--- src/rtl/dmem_arb_pkg.sv ---
// Shared types and constants for the data-memory sequencing arbiter.
package dmem_arb_pkg;

  typedef enum logic [1:0] {
    IDLE   = 2'd0,
    ACCESS = 2'd1,
    RESP   = 2'd2
  } state_t;

  localparam logic PORT_CPU = 1'b0;
  localparam logic PORT_DBG = 1'b1;

  localparam int LAT_W = 3;

endpackage

--- src/rtl/dmem_arbiter_rr_arb2.sv ---
// Two-way combinational picker: round-robin on ties unless fixed priority
// is selected, in which case port 0 always wins.
module rr_arb2 (
  input  logic [1:0] i_req,
  input  logic       i_last_gnt,
  input  logic       i_fixed_prio,
  output logic [1:0] o_gnt
);

  // One-hot grant; on a tie the port that did not win last time goes next.
  always_comb begin
    o_gnt = 2'b00;
    case (i_req)
      2'b01:   o_gnt = 2'b01;
      2'b10:   o_gnt = 2'b10;
      2'b11: begin
        if (i_fixed_prio || i_last_gnt) begin
          o_gnt = 2'b01;
        end else begin
          o_gnt = 2'b10;
        end
      end
      default: o_gnt = 2'b00;
    endcase
  end

endmodule

--- src/rtl/dmem_arbiter.sv ---
// Data-memory arbiter: grants one of two requesters, holds the strobes for a
// fixed window, and acks with read data or an error for illegal addresses.
module dmem_arbiter
  import dmem_arb_pkg::*;
#(
  parameter int DEPTH      = 32,
  parameter int MEM_LAT    = 1,
  parameter int FIXED_PRIO = 0
) (
  input  logic        clk_i,
  input  logic        rst_i,
  input  logic        req0_i,
  input  logic        req1_i,
  input  logic        we0_i,
  input  logic        we1_i,
  input  logic [31:0] addr0_i,
  input  logic [31:0] addr1_i,
  input  logic [31:0] wdata0_i,
  input  logic [31:0] wdata1_i,
  output logic        ack0_o,
  output logic        ack1_o,
  output logic [31:0] rdata_o,
  output logic        err_o,
  output logic        stall0_o,
  output logic        memread_o,
  output logic        memwrite_o,
  output logic [31:0] memaddr_o,
  output logic [31:0] writedata_o,
  input  logic [31:0] memdata_i
);

  localparam logic [31:0]      LP_MAX_ADDR = 32'(DEPTH - 4);
  localparam logic [LAT_W-1:0] LP_LAT_INIT = LAT_W'(MEM_LAT - 1);
  localparam logic             LP_FIXED    = (FIXED_PRIO != 0);

  state_t           r_state;
  state_t           w_state_nxt;
  logic             r_we;
  logic [31:0]      r_addr;
  logic [31:0]      r_wdata;
  logic             r_port;
  logic             r_err;
  logic [LAT_W-1:0] r_lat_cnt;
  logic             r_last_gnt;
  logic [31:0]      r_rdata;

  logic [1:0]  w_gnt;
  logic        w_grant;
  logic        w_sel_port;
  logic        w_sel_we;
  logic [31:0] w_sel_addr;
  logic [31:0] w_sel_wdata;
  logic        w_sel_legal;
  logic        w_lat_done;
  logic        w_in_access;
  logic        w_in_resp;

  rr_arb2 u_arb (
    .i_req        ({req1_i, req0_i}),
    .i_last_gnt   (r_last_gnt),
    .i_fixed_prio (LP_FIXED),
    .o_gnt        (w_gnt)
  );

  assign w_grant     = (r_state == IDLE) && (w_gnt != 2'b00);
  assign w_sel_port  = w_gnt[1];
  assign w_lat_done  = (r_lat_cnt == {LAT_W{1'b0}});
  assign w_in_access = (r_state == ACCESS);
  assign w_in_resp   = (r_state == RESP);

  // Operand mux for the winning port plus the word-alignment/range check.
  always_comb begin
    if (w_sel_port == PORT_DBG) begin
      w_sel_we    = we1_i;
      w_sel_addr  = addr1_i;
      w_sel_wdata = wdata1_i;
    end else begin
      w_sel_we    = we0_i;
      w_sel_addr  = addr0_i;
      w_sel_wdata = wdata0_i;
    end
    w_sel_legal = (w_sel_addr[1:0] == 2'b00) && (w_sel_addr <= LP_MAX_ADDR);
  end

  // State register.
  always_ff @(posedge clk_i or negedge rst_i) begin
    if (!rst_i) begin
      r_state <= IDLE;
    end else begin
      r_state <= w_state_nxt;
    end
  end

  // Next-state logic; rejected accesses skip the memory window entirely.
  always_comb begin
    w_state_nxt = r_state;
    case (r_state)
      IDLE: begin
        if (w_grant) begin
          if (w_sel_legal) begin
            w_state_nxt = ACCESS;
          end else begin
            w_state_nxt = RESP;
          end
        end else begin
          w_state_nxt = IDLE;
        end
      end
      ACCESS: begin
        if (w_lat_done) begin
          w_state_nxt = RESP;
        end else begin
          w_state_nxt = ACCESS;
        end
      end
      RESP:    w_state_nxt = IDLE;
      default: w_state_nxt = IDLE;
    endcase
  end

  // Operand latches, latency counter, grant history and read-data holding.
  always_ff @(posedge clk_i or negedge rst_i) begin
    if (!rst_i) begin
      r_we       <= 1'b0;
      r_addr     <= 32'h0000_0000;
      r_wdata    <= 32'h0000_0000;
      r_port     <= PORT_CPU;
      r_err      <= 1'b0;
      r_lat_cnt  <= {LAT_W{1'b0}};
      r_last_gnt <= PORT_DBG;
      r_rdata    <= 32'h0000_0000;
    end else if (w_grant) begin
      r_we       <= w_sel_we;
      r_addr     <= w_sel_addr;
      r_wdata    <= w_sel_wdata;
      r_port     <= w_sel_port;
      r_last_gnt <= w_sel_port;
      r_err      <= ~w_sel_legal;
      r_lat_cnt  <= LP_LAT_INIT;
      // Cleared here so the zero is already visible in the error ack cycle.
      if (!w_sel_legal) begin
        r_rdata <= 32'h0000_0000;
      end
    end else if (w_in_access) begin
      if (w_lat_done) begin
        if (!r_we) begin
          r_rdata <= memdata_i;
        end
      end else begin
        r_lat_cnt <= r_lat_cnt - LAT_W'(1);
      end
    end
  end

  assign memread_o   = w_in_access & ~r_we;
  assign memwrite_o  = w_in_access & r_we;
  assign memaddr_o   = w_in_access ? r_addr  : 32'h0000_0000;
  assign writedata_o = w_in_access ? r_wdata : 32'h0000_0000;
  assign ack0_o      = w_in_resp & (r_port == PORT_CPU);
  assign ack1_o      = w_in_resp & (r_port == PORT_DBG);
  assign err_o       = w_in_resp & r_err;
  assign rdata_o     = r_rdata;
  assign stall0_o    = req0_i & ~ack0_o;

endmodule

--- config.mk ---
export PLATFORM = sky130hd
export DESIGN_NAME = dmem_arbiter
export DESIGN_NICKNAME = d
export VERILOG_FILES = /design/src/rtl/dmem_arb_pkg.sv /design/src/rtl/dmem_arbiter_rr_arb2.sv /design/src/rtl/dmem_arbiter.sv
export SDC_FILE = /design/constraint.sdc
export NUM_CORES = 1
export LEC_CHECK = 0
export BUFFER_PORTS_ARGS = -buffer_cell sky130_fd_sc_hd__buf_2
export CORE_MARGIN = 4
export CORE_UTILIZATION = 50
export CTS_BUF_LIST = sky130_fd_sc_hd__clkbuf_2 sky130_fd_sc_hd__clkbuf_4 sky130_fd_sc_hd__clkbuf_8
export DETAILED_ROUTE_END_ITERATION = 10
export PLACE_DENSITY = 0.94
export SETUP_SLACK_MARGIN = 0.15
export SLEW_MARGIN = 0
export SYNTH_ARGS = -nofsm -noshare
export SYNTH_HDL_FRONTEND = slang
export SYNTH_SLANG_ARGS = --single-unit
--- constraint.sdc ---
create_clock -name clk_i -period 4.8 [get_ports clk_i]
set_input_delay 0.96 -clock clk_i [delete_from_list [all_inputs] [get_ports clk_i]]
set_output_delay 0.96 -clock clk_i [all_outputs]
set_load 0.005 [all_outputs]
==> results.sh <==
export IMPL_outcome="finished clean"
export IMPL_htree_levels=3
export IMPL_clock_latency_ps=360
export IMPL_grt_max_degree=76
export IMPL_cap_violations=0
export IMPL_die_area_sq_mm=0.0144
export IMPL_fmax_mhz=304
export IMPL_dr_pass1_iters=5
export IMPL_skew_ps=18.6
export IMPL_ys_warnings_count=0
export IMPL_min_from="r_wdata[10]"
export IMPL_fin_crit_ps=3290
export IMPL_slew_violations=0
export IMPL_die_h_um=120
export IMPL_n_antenna_cell=0
export IMPL_required_ps=3840
export IMPL_hpwl_um=13500
export IMPL_grt_util_all_layers_pct=24.8
export IMPL_reg2reg_slack_ps=2050
export IMPL_path_class="reg2out"
export IMPL_avgViaCountPerCell=5.59
export IMPL_rows=40
export IMPL_leakagePower_nw=3.90
export IMPL_multi_input_area_sq_mm=0.00334
export IMPL_synth_edf_count=0
export IMPL_n_fill_cell=1009
export IMPL_antenna_left=0
export IMPL_synth_seq_area_share_pct=41.9
export IMPL_peakVddDrop_uv=251
export IMPL_regArea_sq_mm=0.00263
export IMPL_clockBufferDepth=2
export IMPL_synth_area_sq_mm=0.00628
export IMPL_cts_root_buffer_cell="clkbuf_8"
export IMPL_drt_wirelength_per_cell_um=17.5
export IMPL_arrival_ps=2330
export IMPL_period_share_pct=68.5
export IMPL_dieWidth_um=120
export IMPL_cts_buffers=9
export IMPL_hold_viol=0
export IMPL_hp_class="reg2reg"
export IMPL_synth_flop_cell="dfrtp_1"
export IMPL_overflow=0
export IMPL_rr_endpoint="rdata_o[1]"
export IMPL_synthDistinctLibCells=41
export IMPL_wl_um=18400
export IMPL_drc=0
export IMPL_ff2ff_path_depth=7
export IMPL_area_growth_pct=24.7
export IMPL_fin_setup_tns_ps=0
export IMPL_layout_commonest_cell="buf_2"
export IMPL_grt_antenna_before_repair=0
export IMPL_place_inst=1035
export IMPL_syn_avg_cell_area_sq_um=9.63
export IMPL_finalSetupViolations=0
export IMPL_ys_ff_latch=105
export IMPL_place_congestion=0.917
export IMPL_worst_pin_slew_ps=1160
export IMPL_clkTransAtPathRegs_ps=100
export IMPL_drive_gt1_share_pct=37.5
export IMPL_cts_tree="done"
export IMPL_layout_nets=1046
export IMPL_syn_nets=820
export IMPL_critPathMaxFanout=66
export IMPL_cts_sinks=105
export IMPL_grt_pass1_vias=5690
export IMPL_r2r_start="r_lat_cnt[0]"
export IMPL_hold_depth=2
export IMPL_rsz0062_at_grt="no"
export IMPL_powerDensity_mw_per_mm2=482
export IMPL_final_cells=1051
export IMPL_cts_setup_buffers=0
export IMPL_start_kind="register"
export IMPL_port_buffers=267
export IMPL_first_iter_violations=570
export IMPL_syn_inst=652
export IMPL_core_sq_mm=0.0122
export IMPL_synthArstFlopShare_pct=100
export IMPL_start_util_pct=51.6
export IMPL_layout_common_cells="buf_2 (266), dfrtp_1 (104), nand2_1 (72)"
export IMPL_ctsHoldBuffers=0
export IMPL_worst_setup_path_end_kind="primary output"
export IMPL_grt_first_pass_wirelength_um=29000
export IMPL_maxSlewHeadroom_pct=22.4
export IMPL_hold_path_end="r_wdata[10]"
export IMPL_ctsResizeCount=0
export IMPL_via_count=5871
export IMPL_io_pins=268
-- through the flow --
stage          setup WS (ps)  hold WS (ps)  total power [mW]  util [%]  instance area (sq um)
6_report                1510           481              3.77      64.4                   7830
5_1_grt                 1310           497              4.06      64.4                   7830
4_1_cts                 1470           486              3.80      64.4                   7830
3_5_place_dp            1810           462              3.23      62.7                   7620
3_3_place_gp            1870           453              3.14      62.7                   7620
2_1_floorplan           2610           442              2.69         -                   6280
-- Yosys cell counts, types with 2 or more instances --
| library cell | n | area share [%] |
|---|---|---|
| a22oi_2 | 30 | 6.0 |
| nor2_1 | 8 | 0.48 |
| o21ai_1 | 56 | 4.5 |
| o21ai_0 | 45 | 3.6 |
| clkbuf_1 | 32 | 1.9 |
| ha_1 | 2 | 0.40 |
| and3b_1 | 32 | 4.5 |
| inv_1 | 5 | 0.30 |
| dfrtp_1 | 104 | 41 |
| a32o_1 | 32 | 5.1 |
| mux2i_1 | 65 | 10 |
| buf_4 | 7 | 0.84 |
| a22oi_1 | 2 | 0.24 |
| nand3_1 | 32 | 2.6 |
| nand2b_1 | 3 | 0.30 |
| nor4_1 | 12 | 1.2 |
| buf_2 | 15 | 1.2 |
| nor3_1 | 3 | 0.24 |
| buf_6 | 5 | 0.90 |
| nand4_1 | 3 | 0.30 |
| and2_1 | 65 | 6.5 |
| nand2_1 | 72 | 4.3 |
| or3_1 | 2 | 0.20 |
| nor2b_1 | 3 | 0.30 |
-- worst max-delay path: stages, from the launching register on --
cell and delay [ps]:
dfrtp_1 560, nor2b_4 1000, and2_1 260, buf_2 120
-- final cells by class --
type	count	share of cell area (%)
Timing Repair Buffer	277	18.2
Clock inverter	6	0.927
Sequential cell	105	33.6
Inverter	5	0.240
Clock buffer	10	1.76
Multi-Input combinational cell	480	42.6
Tap cell	168	2.68
-- state kept, by name, summed over array words and instances, names as in the netlist --
| name | count |
|---|---|
| r_state | 2 |
| r_err | 1 |
| r_addr | 32 |
| r_port | 1 |
| r_lat_cnt | 3 |
| r_wdata | 32 |
| r_last_gnt | 1 |
| rdata_o | 32 |
| r_we | 1 |
-- worst max-delay path by stage --
stage                          start              to  slack [ps]
final                     r_state[0]  writedata_o[2]        1510
after global routing      r_state[0]  writedata_o[2]        1310
after CTS                 r_state[0]  writedata_o[2]        1470
after detailed placement      req0_i      r_wdata[4]        1810
after global placement        req0_i      r_wdata[6]        1870
after floorplan           r_state[0]   memaddr_o[22]        2610
-- layer usage --
metal	global-route usage, %	share of wire, %	vias up
met1	33.0	41	2764
met3	4.29	7.4	23
met4	5.58	1.5	0
met5	0	0	-
li1	-	-	2806
met2	42.2	50	278
-- report_power, final --
part           switching [mW]  internal, mW  total (mW)
combinational           0.837         0.720        1.56
sequential              0.351          1.29        1.64
clock                   0.313         0.262       0.574
-- cells by family (layout without fill, tap and decap cells) --
family                     count (synthesis)  after routing  share of synthesized area, %
and+or+nand+nor                          238            238                          21.2
AOI/OAI and AO/OA                        173            173                          20.5
DFF                                      105            105                          41.9
buffers and inverters                     67            298                          5.40
muxes                                     66             66                          10.5
adders and majority gates                  2              2                         0.398
xor gates and xnor gates                   1              1                         0.139
Power figures use the tool's default switching activity.
